### config.mk
export PLATFORM = sky130hd
export DESIGN_NAME = shifter_seq
export DESIGN_NICKNAME = d
export VERILOG_FILES = /design/src/rtl/shifter_seq.sv
export SDC_FILE = /design/constraint.sdc
export NUM_CORES = 1
export LEC_CHECK = 0
export BUFFER_PORTS_ARGS = -buffer_cell sky130_fd_sc_hd__buf_2
export CORE_ASPECT_RATIO = 1.25
export CORE_MARGIN = 2
export CORE_UTILIZATION = 35
export DETAILED_ROUTE_END_ITERATION = 12
export GPL_TIMING_DRIVEN = 1
export PLACE_DENSITY = 0.6
export SYNTH_ARGS = -nofsm -noshare
export SYNTH_HDL_FRONTEND = slang
export SYNTH_SLANG_ARGS = --single-unit
### constraint.sdc
create_clock -name clk -period 5.2 [get_ports clk]
set_input_delay 0 -clock clk [delete_from_list [all_inputs] [get_ports clk]]
set_output_delay 0 -clock clk [all_outputs]
set_load 0.05 [all_outputs]
### src/rtl/shifter_seq.sv
// Sequential shifter/rotator: one 1-bit step per clock.
// Multi-bit shifts hold busy until the last step completes.
module shifter_seq #(
  parameter int WIDTH = 16,
  parameter int SH_W  = 4
) (
  input  logic             clk,
  input  logic             reset,
  input  logic             cmd_valid,
  output logic             cmd_ready,
  input  logic [2:0]       op,
  input  logic [SH_W-1:0]  shamt,
  input  logic [WIDTH-1:0] d_in,
  output logic [WIDTH-1:0] d_out,
  output logic             busy,
  output logic             done,
  output logic             err
);

  localparam logic [0:0] IDLE  = 1'b0;
  localparam logic [0:0] SHIFT = 1'b1;

  localparam logic [2:0] OP_NOP  = 3'b000;
  localparam logic [2:0] OP_LOAD = 3'b001;
  localparam logic [2:0] OP_LSL  = 3'b010;
  localparam logic [2:0] OP_LSR  = 3'b011;
  localparam logic [2:0] OP_ASR  = 3'b100;
  localparam logic [2:0] OP_ROL  = 3'b101;
  localparam logic [2:0] OP_ROR  = 3'b110;

  localparam logic [SH_W-1:0] ONE  = SH_W'(1);
  localparam logic [SH_W-1:0] ZERO = '0;

  logic [0:0]      state;
  logic [2:0]      op_q;
  logic [SH_W-1:0] cnt;

  assign busy      = (state == SHIFT);
  assign cmd_ready = !busy;

  function automatic logic [WIDTH-1:0] step1(
    input logic [2:0]       o,
    input logic [WIDTH-1:0] v
  );
    logic [WIDTH-1:0] r;
    r = v;
    case (o)
      OP_LSL:  r = {v[WIDTH-2:0], 1'b0};
      OP_LSR:  r = {1'b0, v[WIDTH-1:1]};
      OP_ASR:  r = {v[WIDTH-1], v[WIDTH-1:1]};
      OP_ROL:  r = {v[WIDTH-2:0], v[WIDTH-1]};
      OP_ROR:  r = {v[0], v[WIDTH-1:1]};
      default: r = v;
    endcase
    return r;
  endfunction

  always_ff @(posedge clk) begin
    if (reset) begin
      state <= IDLE;
      op_q  <= OP_NOP;
      cnt   <= ZERO;
      d_out <= '0;
      done  <= 1'b0;
      err   <= 1'b0;
    end else begin
      done <= 1'b0;
      err  <= 1'b0;
      if (state == SHIFT) begin
        d_out <= step1(op_q, d_out);
        cnt   <= cnt - ONE;
        if (cnt == ONE) begin
          done  <= 1'b1;
          state <= IDLE;
        end
      end else if (cmd_valid) begin
        case (op)
          OP_NOP: done <= 1'b1;
          OP_LOAD: begin
            d_out <= d_in;
            done  <= 1'b1;
          end
          OP_LSL, OP_LSR, OP_ASR, OP_ROL, OP_ROR: begin
            if (shamt == ZERO) begin
              done <= 1'b1;
            end else begin
              // first step happens on the accept edge itself
              d_out <= step1(op, d_out);
              op_q  <= op;
              cnt   <= shamt - ONE;
              if (shamt == ONE) done <= 1'b1;
              else state <= SHIFT;
            end
          end
          default: begin
            done <= 1'b1;
            err  <= 1'b1;
          end
        endcase
      end
    end
  end

endmodule

==> flow_metrics.py, run 1 <==
metrics = {
    "outcome": {
        "status": "completed",
    },
    "grt": {
        "met2_usage_pct": 29.4,
        "use_met3_pct": 1.78,
        "use_met1_pct": 25.3,
        "antenna_found_initial": 0,
        "grt_max_degree": 26,
        "grt_usage_pct": 18.0,
        "grt_pass1_wl_mm": 8.92,
        "overflow": 0,
        "busiest_layer": "met2",
        "grt_pass1_vias": 1809,
    },
    "logic_synthesis": {
        "synth-main-ff-cell": "dfxtp_1",
        "ys_ff_latch": 26,
        "yosysMostFrequentCell": "nor2_1",
        "netlist_top_cells_area": "dfxtp_1 28%, o22ai_1 9.8%, nor2_1 8.1%",
        "synth_top_area_share_pct": 28.1,
        "syn-num-nets": 273,
        "synth.distinct_cells": 47,
        "synth_top_area_cell": "dfxtp_1",
        "yosysWarnings": 0,
        "syn_area_per_cell_um2": 7.64,
        "synth_common_cells": "40 x nor2_1, 29 x o22ai_1, 26 x dfxtp_1",
        "seq_area_frac_synth_pct": 28.1,
        "syn_inst": 243,
        "async_reset_ff_share_pct": 0,
        "syn-cell-area_mm2": 0.00186,
        "synth-edff-count": 0,
    },
    "placed_design": {
        "io_buffers": 45,
        "gp_congestion": 0.820,
        "hpwl_mm": 3.53,
    },
    "clock_network": {
        "h-tree-depth": 1,
        "cts.reportedPaths.clkPinSlew_ns": 0.10,
        "cts-root-buf": "clkbuf_8",
        "cts_sinks": 26,
        "clk_path_buf_depth": 2,
        "worstSkewPairLatency_ns": 0.27,
        "cts_tree": "built",
        "numCtsBuffers": 3,
        "post_cts_buffers": 0,
        "cts-resized-gates": 0,
        "hold_buffers": 0,
    },
    "cells_and_area": {
        "num-fill-cells": 544,
        "drive_gt1_share_pct": 20.4,
        "multi_input_area_mm2": 0.00121,
        "num_antenna_cells": 0,
        "nets": 305,
        "ff_latch_area_um2": 520,
        "utilization_pct": 42.1,
        "area_delta_synth_final_pct": 15.4,
    },
    "power": {
        "irDropWorstVdd_mv": 0.144,
        "power_density_mw_per_mm2": 309,
        "p_leak_nw": 0.901,
    },
    "timing": {
        "min_period_ns": 2.66,
        "slew_headroom_pct": 22.9,
        "drv_slew": 0,
        "rsz0062_at_grt": "no",
        "clock-skew-final_ns": 0.00910,
        "setup_viol": 0,
        "setup_tns_ns": 0,
        "fin_crit_sh_pct": 51.1,
        "fmax_mhz": 376,
        "finalHoldViolations": 0,
        "worst_pin_slew_ns": 1.15,
    },
    "floorplanning": {
        "die_area_mm2": 0.00590,
        "die_width_um": 69.1,
        "core_area_mm2": 0.00508,
        "placementRows": 29,
        "initial_utilization_pct": 36.5,
        "die_h_um": 85.4,
        "ios": 46,
    },
    "setup_path": {
        "cp.buffers_inverters": 1,
        "slowest_delay_ns": 0.73,
        "critPathArrivalTime_ns": 2.84,
        "startpoint_type": "register",
        "critical-path-top-delay-family": "simple AND/OR/NAND/NOR gates",
        "cp.required_ns": 5.38,
        "cp_max_fo": 22,
        "cp_slowest_cell": "dfxtp_1",
        "crit_path_cell_trace": "inv_1 -> or3_1 -> o22ai_1 -> nor2_1 -> a32o_1",
        "end_kind": "register",
        "worst-setup-path-type": "register to register",
    },
    "detailed_routing": {
        "post_drt_wl_per_cell_um": 15.7,
        "drc": 0,
        "vias": 1968,
        "drtPass1Iterations": 4,
        "viasPerCell": 5.86,
        "drtIter0Drc": 111,
        "finalWirelength_mm": 5.27,
        "antenna_left": 0,
    },
    "min_path": {
        "min_path_type": "primary input to register",
    },
    "job": {
        "drv_cap": 0,
    },
}
worst reg2reg max path, cell delays in order, from the launching register on:
cell	delay [ns]
dfxtp_1	0.73
inv_1	0.53
or3_1	0.73
o22ai_1	0.28
nor2_1	0.06
a32o_1	0.24
where the power goes:
part           internal, W  switching (W)  total, W  leakage [nW]
Sequential        0.000221      0.0000387  0.000259         0.213
Combinational    0.0000829       0.000150  0.000233         0.652
Clock             0.000103      0.0000662  0.000169        0.0357
flip-flops by register name (all words and copies together) (netlist names):
register  cells
d_out        16
cnt           4
op_q          3
busy          1
done          1
err           1
metrics by stage:
| step | setup WS (ns) | hold slack (ns) | power [W] | area (um^2) | std cells |
|---|---|---|---|---|---|
| final | 2.54 | 0.0552 | 0.000661 | 2140 | 336 |
| after global routing | 2.34 | 0.0704 | 0.000703 | 2140 | 336 |
| after CTS | 2.59 | 0.0548 | 0.000666 | 2140 | 336 |
| after detailed placement | 2.61 | 0.347 | 0.000495 | 2070 | 332 |
| after global placement | 2.68 | 0.346 | 0.000494 | 2070 | 332 |
| after floorplan | 3.12 | 0.0767 | 0.000439 | 1860 | 243 |
cell type report:
| type | count | share of cell area, % |
|---|---|---|
| Clock buffer | 3 | 1.93 |
| Inverter | 8 | 1.40 |
| Clock inverter | 1 | 1.40 |
| Multi-Input combinational cell | 190 | 56.5 |
| Sequential cell | 26 | 24.3 |
| Tap cell | 62 | 3.62 |
| Timing Repair Buffer | 46 | 10.9 |
metal layers:
metal  part of all wire [%]  wire length [um]  vias up
li1                       -                 -      976
met1                     47              2490      921
met2                     47              2480       67
met3                    5.0               261        4
met4                   0.68                36        0
met5                      0                 0        -
layout by cell type (no fill, tap or decap), drive strengths merged, types with 3 or more instances in the layout:
cell type,synthesis,final
buf,11,46
nor2,40,40
o22ai,30,30
dfxtp,26,26
nand2,24,24
a32o,14,14
mux2i,10,10
a21oi,9,9
inv,8,8
a22o,6,6
nor2b,4,4
o21ai,4,4
nor3,4,4
a211oi,4,4
ha,4,4
o211ai,3,3
nand2b,3,3
clkbuf,8,3
worst paths after layout:
kind,from,to,slack [ns],cells past startpoint
worst max-delay path,busy,d_out[4],2.54,5
worst min-delay path,cmd_valid,done,0.06,3
worst max register to register,busy,d_out[4],2.54,5
worst min register to register,cnt[2],cnt[2],0.54,2
logic make-up (layout without fill, tap and decap cells):
| group | count (synthesis) | count (layout) | synth area share, % |
|---|---|---|---|
| XOR/XNOR | 3 | 3 | 1.42 |
| buffers and inverters | 27 | 58 | 6.81 |
| multiplexers | 11 | 11 | 6.00 |
| flip-flops | 26 | 26 | 28.1 |
| AND/OR/NAND/NOR | 89 | 89 | 21.8 |
| AO/OA/AOI/OAI | 83 | 83 | 33.2 |
| adder cells (fa/ha/maj) | 4 | 4 | 2.70 |
Note: power is estimated with default switching activity, not from simulation.
==> inputs of run 2 (changes only) <==
Settings changed: ABC_AREA set to 1, PLACE_DENSITY 0.6 to 0.61.
Clock period 5.2 ns to 2.2 ns, I/O delays scaled along.
==> flow_metrics.py, run 2 <==
metrics = {
    "floorplanning": {
        "placementRows": 32,
        "initial_utilization_pct": 36.4,
        "die_width_um": 75.9,
        "die_h_um": 93.8,
        "core_area_mm2": 0.00621,
        "ios": 46,
        "die_area_mm2": 0.00712,
    },
    "cells_and_area": {
        "drive_gt1_share_pct": 16.5,
        "final_area_mm2": 0.00253,
        "largest_reg_flops": 16,
        "nets": 463,
        "layout_common_cells": "102 x nand2_1, 89 x nand3_1, 57 x inv_1",
        "num_antenna_cells": 0,
        "regMostFlops": "d_out",
        "reg.largest.list": "d_out x16, cnt x4, op_q x3",
        "area_delta_synth_final_pct": 12.1,
        "layout_commonest_cell": "nand2_1",
    },
    "detailed_routing": {
        "post_drt_wl_per_cell_um": 12.4,
        "viasPerCell": 4.97,
        "antenna_left": 0,
        "drtIter0Drc": 168,
        "finalWirelength_mm": 6.41,
        "vias": 2567,
        "drc": 0,
        "drtPass1Iterations": 4,
    },
    "min_path": {
        "hold_path_depth": 3,
        "worstHoldStart": "cmd_valid",
        "min_to": "err",
        "min_path_type": "primary input to register",
    },
    "logic_synthesis": {
        "synth_adder_area_share_pct": 2.21,
        "yosysMostFrequentCell": "nand2_1",
        "netlist_top_cells_area": "dfxtp_1 23%, nand3_1 20%, nand2_1 17%",
        "syn-num-nets": 426,
        "synth-main-ff-cell": "dfxtp_1",
        "syn_area_per_cell_um2": 5.71,
        "syn_inst": 396,
        "syn-cell-area_mm2": 0.00226,
        "async_reset_ff_share_pct": 0,
        "yosysWarnings": 0,
        "synth-edff-count": 0,
        "synth_compound_area_share_pct": 4.76,
        "synth_top_area_cell": "dfxtp_1",
        "yosys.area_share.simple_pct": 52.6,
        "synthXorXnorAreaFrac_pct": 0.775,
        "synth_common_cells": "102 x nand2_1, 89 x nand3_1, 57 x inv_1",
        "ys_ff_latch": 26,
        "synth_top_family_by_area": "simple AND/OR/NAND/NOR gates",
        "synth.distinct_cells": 26,
        "seq_area_frac_synth_pct": 23.0,
        "synthMuxAreaShare_pct": 0,
        "synth_top_area_share_pct": 23.0,
    },
    "grt": {
        "grt_usage_pct": 19.0,
        "grt_max_degree": 24,
        "antenna_found_initial": 0,
        "grt_pass1_vias": 2436,
        "grt_pass1_wl_mm": 10.8,
        "overflow": 0,
    },
    "outcome": {
        "status": "completed",
    },
    "setup_path": {
        "rrSetupSlack_ns": 0.54,
        "crit_path_cell_trace": "buf_4 -> or2_1 -> nand2_1 -> nand2_2 -> nand3_4 -> inv_2 -> nand2_1 -> inv_1 -> nor2_1",
        "cp.buffers_inverters": 3,
        "startpoint_type": "register",
        "slowest_delay_ns": 0.36,
        "critPathArrivalTime_ns": 1.84,
        "cp.depth": 9,
        "worstReg2RegStart": "busy",
        "cp_slowest_cell": "dfxtp_1",
        "critical-path-top-delay-family": "simple AND/OR/NAND/NOR gates",
        "cp.required_ns": 2.38,
        "cp_max_fo": 21,
        "timing.rr.end": "d_out[11]",
        "worst-setup-path-type": "register to register",
        "end_kind": "register",
        "crit_top_cell": "nand2_1",
        "r2r_cells": 9,
    },
    "clock_network": {
        "worstSkewPairLatency_ns": 0.27,
        "hold_buffers": 1,
        "h-tree-depth": 1,
        "cts_tree": "built",
        "cts.reportedPaths.clkPinSlew_ns": 0.10,
        "cts_sinks": 26,
        "post_cts_buffers": 0,
        "clk_path_buf_depth": 2,
        "cts-root-buf": "clkbuf_8",
        "cts-resized-gates": 0,
        "numCtsBuffers": 3,
    },
    "timing": {
        "worst_pin_slew_ns": 0.764,
        "rsz0062_at_grt": "no",
        "clock-skew-final_ns": 0.00491,
        "drv_slew": 0,
        "fin_crit_sh_pct": 75.6,
        "fmax_mhz": 601,
        "slew_headroom_pct": 49.0,
        "setup_tns_ns": 0,
        "setup_viol": 0,
        "finalHoldViolations": 0,
        "min_period_ns": 1.66,
    },
    "placed_design": {
        "hpwl_mm": 4.49,
        "placed_cell_area_mm2": 0.00248,
        "gp_congestion": 0.860,
        "io_buffers": 45,
    },
    "power": {
        "irDropWorstVdd_mv": 0.305,
        "power_density_mw_per_mm2": 674,
        "p_leak_nw": 1.36,
    },
    "job": {
        "drv_cap": 0,
    },
}
run 2: power breakdown:
group	total [W]	internal (W)	switching, W
sequential	0.000626	0.000535	0.0000913
clock	0.000285	0.000123	0.000161
combinational	0.000797	0.000247	0.000550
run 2: kinds of logic (layout without fill, tap and decap cells):
kind of cell / count (synthesis) / count (layout)
compound gates: 21 / 21
xor+xnor: 2 / 2
fa+ha+maj: 4 / 4
buf+inv: 80 / 115
flops: 26 / 26
simple gates: 263 / 263
run 2: routing by layer:
layer	GRT usage, %	vias up	part of all wire, %
li1	-	1316	-
met1	23.4	1160	44
met2	33.1	81	49
met3	2.68	10	5.8
met4	5.99	0	1.4
met5	0	-	0
run 2: worst min-delay path, delay by kind of cell:
family / cells / cell delay, ns
and+or+nand+nor: 2 / 0.13
buffers and inverters: 1 / 0.12
run 2: worst max path at each step:
stage          startpoint        end
6_report             busy  d_out[11]
4_1_cts              busy  d_out[11]
2_1_floorplan        busy  d_out[15]
3_5_place_dp        op[0]   d_out[8]
3_3_place_gp        op[0]   d_out[0]
5_1_grt              busy   d_out[9]
run 2: final cells by class:
cell class | count | area, um^2
flip-flops and latches | 26 | 520
fillers | 727 | 3670
well taps | 85 | 106
repair buffers | 51 | 273
multi-input cells | 290 | 1360
inverters | 61 | 229
clock buffers | 3 | 41.3
run 2: per-stage QoR:
step | util [%] | std cells | power, W | setup WS, ns | hold WS [ns]
6_report | 40.8 | 516 | 0.00171 | 0.537 | 0.00301
5_1_grt | 40.8 | 516 | 0.00184 | 0.352 | 0.0179
4_1_cts | 40.8 | 516 | 0.00172 | 0.537 | 0.00243
3_5_place_dp | 40.0 | 512 | 0.00143 | 0.433 | 0.228
3_3_place_gp | 40.0 | 512 | 0.00143 | 0.436 | 0.234
2_1_floorplan | - | 396 | 0.00127 | 0.463 | 0.0691
